### src/rtl/dmem_arbiter_pkg.sv
// Shared definitions for the data-memory arbiter: FSM encoding, port ids and
// the word-address legality check used at grant time.
package dmem_arbiter_pkg;

  typedef enum logic [1:0] {
    IDLE   = 2'd0,
    ACCESS = 2'd1,
    RESP   = 2'd2
  } state_t;

  localparam logic PORT_LSU = 1'b0;
  localparam logic PORT_DMA = 1'b1;

  // A word access is illegal when misaligned or when its last byte would fall
  // past the end of the memory (legal range 0 .. height-4).
  function automatic logic addr_illegal(input logic [63:0] addr,
                                        input logic [63:0] height);
    return (addr[1:0] != 2'b00) || (addr > height - 64'd4);
  endfunction

endpackage

### src/rtl/dmem_arbiter_if.sv
// Bundle of requester handshakes and DATA_MEMORY pins around dmem_arbiter.
//
// Handshake: a requester raises req with we/addr/wd and holds all four stable
// until it sees gnt high at a rising edge; that edge latches the request and
// the requester may then drop or change them. Exactly two cycles after the
// grant cycle, done pulses for one cycle with rdata/err valid only during it.
interface dmem_arbiter_if #(
  parameter int DATA_W = 32,
  parameter int ADDR_W = 32
);

  logic              i_req0;
  logic              i_req1;
  logic              i_we0;
  logic              i_we1;
  logic [ADDR_W-1:0] i_addr0;
  logic [ADDR_W-1:0] i_addr1;
  logic [DATA_W-1:0] i_wd0;
  logic [DATA_W-1:0] i_wd1;
  logic              o_gnt0;
  logic              o_gnt1;
  logic              o_done0;
  logic              o_done1;
  logic [DATA_W-1:0] o_rdata0;
  logic [DATA_W-1:0] o_rdata1;
  logic              o_err0;
  logic              o_err1;
  logic [ADDR_W-1:0] o_mem_Addr;
  logic [DATA_W-1:0] o_mem_Wd;
  logic              o_mem_Wen;
  logic              o_mem_Ren;
  logic [DATA_W-1:0] i_mem_Rd;

  modport master (
    output i_req0, i_req1, i_we0, i_we1, i_addr0, i_addr1, i_wd0, i_wd1,
    input  o_gnt0, o_gnt1, o_done0, o_done1, o_rdata0, o_rdata1,
    input  o_err0, o_err1
  );

  modport slave (
    input  i_req0, i_req1, i_we0, i_we1, i_addr0, i_addr1, i_wd0, i_wd1,
    output o_gnt0, o_gnt1, o_done0, o_done1, o_rdata0, o_rdata1,
    output o_err0, o_err1,
    output o_mem_Addr, o_mem_Wd, o_mem_Wen, o_mem_Ren,
    input  i_mem_Rd
  );

  modport memory (
    input  o_mem_Addr, o_mem_Wd, o_mem_Wen, o_mem_Ren,
    output i_mem_Rd
  );

endinterface

### src/rtl/dmem_arbiter_rr_picker.sv
// Two-requester grant picker returning a one-hot grant {port1, port0}.
// DMEM_ARB_RR_EN selects round-robin (prio names the tie winner); otherwise port 0 wins ties.
module dmem_rr_picker
  import dmem_arbiter_pkg::*;
(
  input  logic       req0,
  input  logic       req1,
`ifdef DMEM_ARB_RR_EN
  input  logic       prio,
`endif
  output logic [1:0] gnt
);

  always_comb begin
    gnt = 2'b00;
`ifdef DMEM_ARB_RR_EN
    if (req0 && req1) begin
      gnt = (prio == PORT_DMA) ? 2'b10 : 2'b01;
    end else if (req0) begin
      gnt = 2'b01;
    end else if (req1) begin
      gnt = 2'b10;
    end
`else
    if (req0) begin
      gnt = 2'b01;
    end else if (req1) begin
      gnt = 2'b10;
    end
`endif
  end

endmodule

### src/rtl/dmem_arbiter.sv
// Shares one DATA_MEMORY port between the LSU (port 0) and the loader/DMA (port 1):
// IDLE/RESP grant -> ACCESS -> RESP. Round-robin ties when DMEM_ARB_RR_EN is defined.
module dmem_arbiter
  import dmem_arbiter_pkg::*;
#(
  parameter int DATA_W = 32,
  parameter int ADDR_W = 32,
  parameter int HEIGHT = 256
) (
  input  logic         i_clk,
  input  logic         i_rst_n,
  dmem_arbiter_if.slave bus,
  output state_t       dbg_state
);

  state_t            state;
  state_t            state_nxt;

  logic [1:0]        pick;
  logic [1:0]        gnt;
  logic              grant_any;
  logic              grant_id;
  logic              sel_we;
  logic [ADDR_W-1:0] sel_addr;
  logic [DATA_W-1:0] sel_wd;
  logic              sel_err;

  logic              lat_id;
  logic              lat_we;
  logic              lat_err;
  logic [ADDR_W-1:0] mem_addr_q;
  logic [DATA_W-1:0] mem_wd_q;
  logic              mem_wen_q;
  logic              mem_ren_q;
  logic [DATA_W-1:0] rdata_q;
  logic              done0;
  logic              done1;

`ifdef DMEM_ARB_RR_EN
  logic              prio_q;

  dmem_rr_picker u_picker (
    .req0 (bus.i_req0),
    .req1 (bus.i_req1),
    .prio (prio_q),
    .gnt  (pick)
  );
`else
  dmem_rr_picker u_picker (
    .req0 (bus.i_req0),
    .req1 (bus.i_req1),
    .gnt  (pick)
  );
`endif

  // Grants are combinational, so they must also vanish while reset is held.
  always_comb begin
    gnt       = 2'b00;
    if (i_rst_n && (state != ACCESS)) begin
      gnt = pick;
    end
    grant_any = |gnt;
    grant_id  = gnt[1];
    sel_we    = grant_id ? bus.i_we1   : bus.i_we0;
    sel_addr  = grant_id ? bus.i_addr1 : bus.i_addr0;
    sel_wd    = grant_id ? bus.i_wd1   : bus.i_wd0;
    sel_err   = addr_illegal(64'(sel_addr), 64'(HEIGHT));
  end

  always_comb begin
    state_nxt = state;
    case (state)
      IDLE:    if (grant_any) state_nxt = ACCESS;
      ACCESS:  state_nxt = RESP;
      RESP:    state_nxt = grant_any ? ACCESS : IDLE;
      default: state_nxt = IDLE;
    endcase
  end

  always_ff @(posedge i_clk or negedge i_rst_n) begin
    if (!i_rst_n) begin
      state <= IDLE;
    end else begin
      state <= state_nxt;
    end
  end

  // The memory pin registers double as the latched request: loaded at the
  // grant edge, strobes held for the single ACCESS cycle only.
  always_ff @(posedge i_clk or negedge i_rst_n) begin
    if (!i_rst_n) begin
      lat_id     <= PORT_LSU;
      lat_we     <= 1'b0;
      lat_err    <= 1'b0;
      mem_addr_q <= '0;
      mem_wd_q   <= '0;
      mem_wen_q  <= 1'b0;
      mem_ren_q  <= 1'b0;
    end else if (grant_any) begin
      lat_id     <= grant_id;
      lat_we     <= sel_we;
      lat_err    <= sel_err;
      mem_addr_q <= sel_addr;
      mem_wd_q   <= sel_wd;
      mem_wen_q  <= sel_we & ~sel_err;
      mem_ren_q  <= ~sel_we & ~sel_err;
    end else begin
      mem_wen_q  <= 1'b0;
      mem_ren_q  <= 1'b0;
    end
  end

  always_ff @(posedge i_clk or negedge i_rst_n) begin
    if (!i_rst_n) begin
      rdata_q <= '0;
    end else if (state == ACCESS) begin
      rdata_q <= (lat_we || lat_err) ? '0 : bus.i_mem_Rd;
    end
  end

`ifdef DMEM_ARB_RR_EN
  // After any grant the other port owns the next tie.
  always_ff @(posedge i_clk or negedge i_rst_n) begin
    if (!i_rst_n) begin
      prio_q <= PORT_LSU;
    end else if (grant_any) begin
      prio_q <= ~grant_id;
    end
  end
`endif

  always_comb begin
    done0 = (state == RESP) && (lat_id == PORT_LSU);
    done1 = (state == RESP) && (lat_id == PORT_DMA);
  end

  assign bus.o_gnt0     = gnt[0];
  assign bus.o_gnt1     = gnt[1];
  assign bus.o_done0    = done0;
  assign bus.o_done1    = done1;
  assign bus.o_rdata0   = done0 ? rdata_q : '0;
  assign bus.o_rdata1   = done1 ? rdata_q : '0;
  assign bus.o_err0     = done0 & lat_err;
  assign bus.o_err1     = done1 & lat_err;
  assign bus.o_mem_Addr = mem_addr_q;
  assign bus.o_mem_Wd   = mem_wd_q;
  assign bus.o_mem_Wen  = mem_wen_q;
  assign bus.o_mem_Ren  = mem_ren_q;
  assign dbg_state      = state;

endmodule

### src/flat_wrapper.sv
// flat-port wrapper written by rule: the top's interface ports become plain ports
module dmem_arbiter_flat import dmem_arbiter_pkg::*;
#(
  parameter int DATA_W = 32,
  parameter int ADDR_W = 32,
  parameter int HEIGHT = 256
)
  (i_clk, i_rst_n, dbg_state, bus_i_req0, bus_i_req1, bus_i_we0, bus_i_we1, bus_i_addr0, bus_i_addr1, bus_i_wd0, bus_i_wd1, bus_o_gnt0, bus_o_gnt1, bus_o_done0, bus_o_done1, bus_o_rdata0, bus_o_rdata1, bus_o_err0, bus_o_err1, bus_o_mem_Addr, bus_o_mem_Wd, bus_o_mem_Wen, bus_o_mem_Ren, bus_i_mem_Rd);
  dmem_arbiter_if #(.DATA_W(DATA_W), .ADDR_W(ADDR_W)) bus_i ();
  input  logic i_clk;
  input  logic i_rst_n;
  output state_t dbg_state;
  input wire logic [$bits(bus_i.i_req0)-1:0] bus_i_req0;
  input wire logic [$bits(bus_i.i_req1)-1:0] bus_i_req1;
  input wire logic [$bits(bus_i.i_we0)-1:0] bus_i_we0;
  input wire logic [$bits(bus_i.i_we1)-1:0] bus_i_we1;
  input wire logic [$bits(bus_i.i_addr0)-1:0] bus_i_addr0;
  input wire logic [$bits(bus_i.i_addr1)-1:0] bus_i_addr1;
  input wire logic [$bits(bus_i.i_wd0)-1:0] bus_i_wd0;
  input wire logic [$bits(bus_i.i_wd1)-1:0] bus_i_wd1;
  output wire logic [$bits(bus_i.o_gnt0)-1:0] bus_o_gnt0;
  output wire logic [$bits(bus_i.o_gnt1)-1:0] bus_o_gnt1;
  output wire logic [$bits(bus_i.o_done0)-1:0] bus_o_done0;
  output wire logic [$bits(bus_i.o_done1)-1:0] bus_o_done1;
  output wire logic [$bits(bus_i.o_rdata0)-1:0] bus_o_rdata0;
  output wire logic [$bits(bus_i.o_rdata1)-1:0] bus_o_rdata1;
  output wire logic [$bits(bus_i.o_err0)-1:0] bus_o_err0;
  output wire logic [$bits(bus_i.o_err1)-1:0] bus_o_err1;
  output wire logic [$bits(bus_i.o_mem_Addr)-1:0] bus_o_mem_Addr;
  output wire logic [$bits(bus_i.o_mem_Wd)-1:0] bus_o_mem_Wd;
  output wire logic [$bits(bus_i.o_mem_Wen)-1:0] bus_o_mem_Wen;
  output wire logic [$bits(bus_i.o_mem_Ren)-1:0] bus_o_mem_Ren;
  input wire logic [$bits(bus_i.i_mem_Rd)-1:0] bus_i_mem_Rd;
  assign bus_i.i_req0 = bus_i_req0;
  assign bus_i.i_req1 = bus_i_req1;
  assign bus_i.i_we0 = bus_i_we0;
  assign bus_i.i_we1 = bus_i_we1;
  assign bus_i.i_addr0 = bus_i_addr0;
  assign bus_i.i_addr1 = bus_i_addr1;
  assign bus_i.i_wd0 = bus_i_wd0;
  assign bus_i.i_wd1 = bus_i_wd1;
  assign bus_o_gnt0 = bus_i.o_gnt0;
  assign bus_o_gnt1 = bus_i.o_gnt1;
  assign bus_o_done0 = bus_i.o_done0;
  assign bus_o_done1 = bus_i.o_done1;
  assign bus_o_rdata0 = bus_i.o_rdata0;
  assign bus_o_rdata1 = bus_i.o_rdata1;
  assign bus_o_err0 = bus_i.o_err0;
  assign bus_o_err1 = bus_i.o_err1;
  assign bus_o_mem_Addr = bus_i.o_mem_Addr;
  assign bus_o_mem_Wd = bus_i.o_mem_Wd;
  assign bus_o_mem_Wen = bus_i.o_mem_Wen;
  assign bus_o_mem_Ren = bus_i.o_mem_Ren;
  assign bus_i.i_mem_Rd = bus_i_mem_Rd;
  dmem_arbiter #(.DATA_W(DATA_W), .ADDR_W(ADDR_W), .HEIGHT(HEIGHT)) u_core (.i_clk(i_clk), .i_rst_n(i_rst_n), .bus(bus_i), .dbg_state(dbg_state));
endmodule
### config.mk
export PLATFORM = sky130hd
export DESIGN_NAME = dmem_arbiter_flat
export DESIGN_NICKNAME = d
export VERILOG_FILES = /design/src/rtl/dmem_arbiter_pkg.sv /design/src/rtl/dmem_arbiter_if.sv /design/src/rtl/dmem_arbiter_rr_picker.sv /design/src/rtl/dmem_arbiter.sv /design/src/flat_wrapper.sv
export SDC_FILE = /design/constraint.sdc
export NUM_CORES = 1
export LEC_CHECK = 0
export BUFFER_PORTS_ARGS = -buffer_cell sky130_fd_sc_hd__buf_4
export CAP_MARGIN = 15
export CORE_AREA = 2 2 122 124
export DETAILED_ROUTE_END_ITERATION = 16
export DIE_AREA = 0 0 124 126
export HOLD_SLACK_MARGIN = 0.08
export PLACE_DENSITY = 0.67
export SYNTH_ARGS = -nofsm -noshare
export SYNTH_HDL_FRONTEND = slang
export SYNTH_HIERARCHICAL = 1
export SYNTH_SLANG_ARGS = --single-unit
export TNS_END_PERCENT = 5
### constraint.sdc
create_clock -name i_clk -period 1.59 [get_ports i_clk]
set_clock_uncertainty 0.05 [all_clocks]
set_input_delay 0.159 -clock i_clk [delete_from_list [all_inputs] [get_ports i_clk]]
set_output_delay 0.159 -clock i_clk [all_outputs]
set_load 0.02 [all_outputs]
Word-level counts from Yosys, hierarchy flattened
Cells that the tools add are included.
- output and inout port bits: 138
- register bits: 103
- order comparisons: 1
- muxes and demuxes: 14
- bitwise operators: 7
- reduce and logical (&&, ||, !) cells: 8
- equal/unequal tests: 4
- operator list (kind ; number):
    two-way mux 32 bit ; 5
    > comparator 32 x 8 -> 1 bit (second input constant) ; 1
    two-way mux 2 bit ; 4
    case mux 2 bit (3 select lines) ; 1
    bitwise AND 1 bit ; 4
    two-way mux 1 bit ; 4
    != test 2 x 1 -> 1 bit (second input constant) ; 2
    logical AND 1 bit ; 3
    NOT 1 bit ; 3
    equality test 2 x 1 -> 1 bit (second input constant) ; 1
    equality test 2 bit (second input constant) ; 1
    zero test 2 bit ; 1
    logical OR 1 bit ; 2
    nonzero test 2 bit ; 1
    OR reduction 2 bit ; 1

Depth between registers and ports, before layout
- word-level depth: 9
- depth in mapped cells: 7

By module
Netlist, hierarchy kept.
- by module, submodules not included (module ; area each (µm²) ; instances ; cells an instance):
    dmem_arbiter ; 4924.7 ; 1 ; 470
    dmem_rr_picker ; 21.3 ; 1 ; 2

Least setup slack after synthesis
OpenSTA, ideal clock, no wires.
- path type: register -> output
- start: register u_core.state[0] (netlist: u_core/dbg_state[0])
- end: output bus_o_rdata0[22]
- path buffers: 1
- stages on the path, launching flop included: 4
- required time: 1381 ps
- slack: -194 ps
- arrival time: 1575 ps
- cells stage by stage: dfrtp_1 > nor3b_1 > clkbuf_1 > and2_1
- cells in the longest elaborated chain, start to end: 3
- RTL lines (element ; RTL line ; source):
    start: declaration ; dmem_arbiter.sv:16 ; state_t state;
    start signal: assignment ; dmem_arbiter.sv:84 ; state <= state_nxt;
    equality test 2 bit ; dmem_arbiter.sv:133 ; done0 = (state == RESP) && (lat_id == PORT_LSU);
    logical AND 1 bit ; dmem_arbiter.sv:133 ;
    via bus_o_done0 ; flat_wrapper.sv:23 ; output wire logic [$bits(bus_i.o_done0)-1:0] bus_o_done0;
    two-way mux 32 bit ; dmem_arbiter.sv:141 ; assign bus.o_rdata0 = done0 ? rdata_q : '0;
    end: declaration ; flat_wrapper.sv:25 ; output wire logic [$bits(bus_i.o_rdata0)-1:0] bus_o_rdata0;
The timed path passes the listed nets, and every way through them passes these cells.

Worst setup path in the final report
- start: register u_core.state[0] (netlist: u_core/dbg_state[0])
- end: output bus_o_rdata0[1]
- cells in the longest elaborated chain, start to end: 3
- RTL lines (element ; RTL line):
    equality test 2 bit ; dmem_arbiter.sv:133
    logical AND 1 bit ; dmem_arbiter.sv:133
    two-way mux 32 bit ; dmem_arbiter.sv:141
Every way passes these cells.

==> run summary <==
* proportion of netlist area held by the largest area contributor: 52.1%
* post-route antenna net violation count: 0
* number of global-route vias before repair: 5623
* delay of the slowest cell on the worst path: 0.39 ns
* top cells by area, synth: sky130_fd_sc_hd__dfrtp_1 (52%), sky130_fd_sc_hd__mux2i_1 (13%), sky130_fd_sc_hd__and2_1 (8.3%), sky130_fd_sc_hd__a22o_1 (5.7%), sky130_fd_sc_hd__nand2_1 (5.0%)
* Antenna Diode Count: 0
* total clock buffers created by CTS: 9
* critical-path cell list: buf_6 > nor3b_4 > buf_6 > buf_8 > and2_1 > buf_6
* min setup slack post-route: -0.259 ns
* Post-Synth XOR/XNOR Area: 0%
* standard cell core area: 14300 um^2
* sink count of the clock tree: 103
* clock-pin slew on the worst setup and hold paths: 0.07 ns
* count of flip-flops with a built-in enable after synthesis: 0
* Max Root-Sink Buffers: 2
* setup TNS after final layout: -13.93 ns
* fraction of final layout cells with drive strength greater than 1: 41.4%
* # rows: 44
* HPWL after DPL: 12.0 mm
* Die Footprint: 15600 um^2
* critical path data required time: 1.38 ns
* boundary pin count: 304
* share of synthesized flip-flops with an asynchronous set or reset: 100%
* launching point of the worst reg2reg path: u_core/dbg_state[0]$_DFFE_PN0P_
* footprint of the multi-input gates: 2280 um^2
* share of the synthesized area in compound gates (AO/OA/AOI/OAI): 13.4%
* crit path kind: flop to output port
* routed wire length: 19.2 mm
* final hold viol count: 0
* reported leakage power: 4.94 nW
* clock tree from TritonCTS: done
* launch instance of the worst min-delay path: bus_i_addr1[6]
* later-pin clock latency in the skew report: 0.34 ns
* flip-flop and latch count after synthesis: 103
* net count of the mapped netlist: 638
* launching element type of the critical path: flop
* final slew viol count: 0
* number of iterations in the first detailed-routing pass: 4
* total number of nets in the final design: 1076
* Syn-to-layout area delta: 92.2%
* starting density of the core: 34.6%
* crit path launch: u_core/dbg_state[0]$_DFFE_PN0P_
* failing checks: negative setup slack
* Die X-Extent: 124 um
* total gr overflow: 0
* vias post-DR: 5355
* Critical Path End Type: output port
* number of port buffers: 303
* GR Util All Layers: 23.9%
* routed len/inst: 17.5 um
* crit share post-route: 116%
* first-pass GRT wire length: 28.8 mm
* hold slack: 0.0840 ns
* count of warnings emitted by yosys: 6
* class of the worst hold path: input port to flop
* Die Y: 126 um
* most common library cells after synthesis: sky130_fd_sc_hd__dfrtp_1 (103), sky130_fd_sc_hd__and2_1 (66), sky130_fd_sc_hd__nand2_1 (66)
* proportion of synthesized area in mux cells: 13.0%
* routability-driven placement congestion ratio: 0.849
* pre-CTS WS: -0.0507 ns
* PwrDens: 788 nW/um^2
* f_max: 541 MHz
* fraction of the mapped netlist area in adder cells: 0%
* max-cap violation count: 0
* Avg Synthesized Cell Area: 10.5 um^2
* Final Core Density: 66.4%
* Reg area: 2580 um^2
* pin slew with the least headroom to its limit: 0.544 ns
* pin count of the biggest net entering global routing: 99
* unrepaired setup endpoints after global routing: yes
* cell type of the slowest stage on the worst timing path: sky130_fd_sc_hd__dfrtp_1
* number of filler instances in the final layout: 1032
* combinational family with the most area after synthesis: simple AND/OR/NAND/NOR gates
* cells after synthesis: 472
* CTS H-tree depth: 3
* # DRC: 0
* dominant register cell in the synthesized netlist: sky130_fd_sc_hd__dfrtp_1
* most frequent cell on the critical path: sky130_fd_sc_hd__buf_6
* antenna violations before repair: 0
* vias per inst: 4.88
* distinct cell type count of the synthesized netlist: 29
* Period minus WS final: 1.85 ns
* Clk Tree Root Cell: sky130_fd_sc_hd__clkbuf_16
* cell area after synthesis: 4950 um^2
* final setup violation count: 73
* endpoint arrival time on the critical path: 1.64 ns
* largest area contributor in the netlist: sky130_fd_sc_hd__dfrtp_1
* maximum vdd ir drop: 0.000468 V
* outcome: finished, violations left
* top-count cell post-synth: sky130_fd_sc_hd__dfrtp_1
* Worst Path Max Fanout: 12
* headroom to the max-slew limit: 63.4%
* Initial DRC Count: 236
* Post-Synth Simple-Gate Area: 17.3%
* post-synthesis sequential area ratio: 52.1%
## worst max-delay path: cells and delay by family (launching register included)
| kind | cells | cell delay [ns] |
|---|---|---|
| buffers and inverters | 4 | 0.55 |
| flip-flops | 1 | 0.39 |
| AND/OR/NAND/NOR | 2 | 0.36 |
## power by group
group	switching, W	internal (W)
clock	0.000908	0.00110
combinational	0.00118	0.00117
sequential	0.000193	0.00294
total	0.00228	0.00521
## through the flow
| stage | std cells | area (um^2) | total power [W] |
|---|---|---|---|
| floorplan | 472 | 4950 | 0.00404 |
| global route | 1098 | 9510 | 0.00784 |
| detailed placement | 946 | 7540 | 0.00518 |
| global placement | 946 | 7540 | 0.00515 |
| CTS | 1098 | 9360 | 0.00750 |
| finish | 1098 | 9510 | 0.00749 |
## cell usage in the layout, fill, tap and decap left out, drive strengths merged
| cell | count |
|---|---|
| a22o | 32 |
| and2 | 66 |
| and3 | 1 |
| buf | 329 |
| clkbuf | 14 |
| clkinv | 1 |
| dfrtp | 103 |
| dlygate4sd3 | 132 |
| inv | 4 |
| mux2i | 64 |
| nand2 | 66 |
| nand2b | 1 |
| nand3 | 1 |
| nand4 | 2 |
| nor2 | 6 |
| nor2b | 2 |
| nor3 | 5 |
| nor3b | 3 |
| nor4 | 9 |
| o211a | 1 |
| o211ai | 2 |
| o21a | 2 |
| o21ai | 67 |
| o41ai | 1 |
## repair_timing
item,4_1_cts,5_1_grt
buffers inserted,3,0
endpoints found under the setup margin,73,153
endpoints found under the hold margin,187,0
cloned,2,0
resized for setup,58,43
hold buffers,132,0
pin swaps,12,8
## final cells by class
| type | instances | area share [%] |
|---|---|---|
| multi-input cells | 331 | 23.9 |
| well taps | 184 | 2.42 |
| clock inverters | 1 | 0.0527 |
| flip-flops and latches | 103 | 27.1 |
| clock buffers | 14 | 2.67 |
| inverters | 4 | 0.158 |
| repair buffers | 461 | 43.6 |
## final timing paths
kind                                                        endpoint  slack [ns]  cells past startpoint
worst min register to register    u_core/bus.o_mem_Wd[8]$_DFFE_PN0P_        0.43                      2
worst max register to register            u_core/lat_err$_DFFE_PN0P_       -0.08                      6
min in group asynchronous            u_core/dbg_state[1]$_DFFE_PN0P_        0.30                      2
worst max-delay path                                 bus_o_rdata0[1]       -0.26                      6
max in group asynchronous             u_core/rdata_q[22]$_DFFE_PN0P_        0.33                      3
worst min-delay path            u_core/bus.o_mem_Addr[6]$_DFFE_PN0P_        0.08                      3
## per-layer routing
metal | part of all wire, % | track usage, %
met1 | 37 | 26.0
met2 | 52 | 42.7
met3 | 7.9 | 6.30
met4 | 3.5 | 11.2
met5 | 0 | 0
## sequential cells by signal (all words and copies together), names as in the netlist, 2 cells and up
signal                 flops
u_core/bus.o_mem_Addr     32
u_core/bus.o_mem_Wd       32
u_core/dbg_state           2
u_core/rdata_q            32
## cell families after synthesis
kind of cell	Yosys count
muxes	64
buffers and inverters	38
AOI/OAI and AO/OA	105
and+or+nand+nor	162
DFF	103
(Power assumes the default switching activity.)
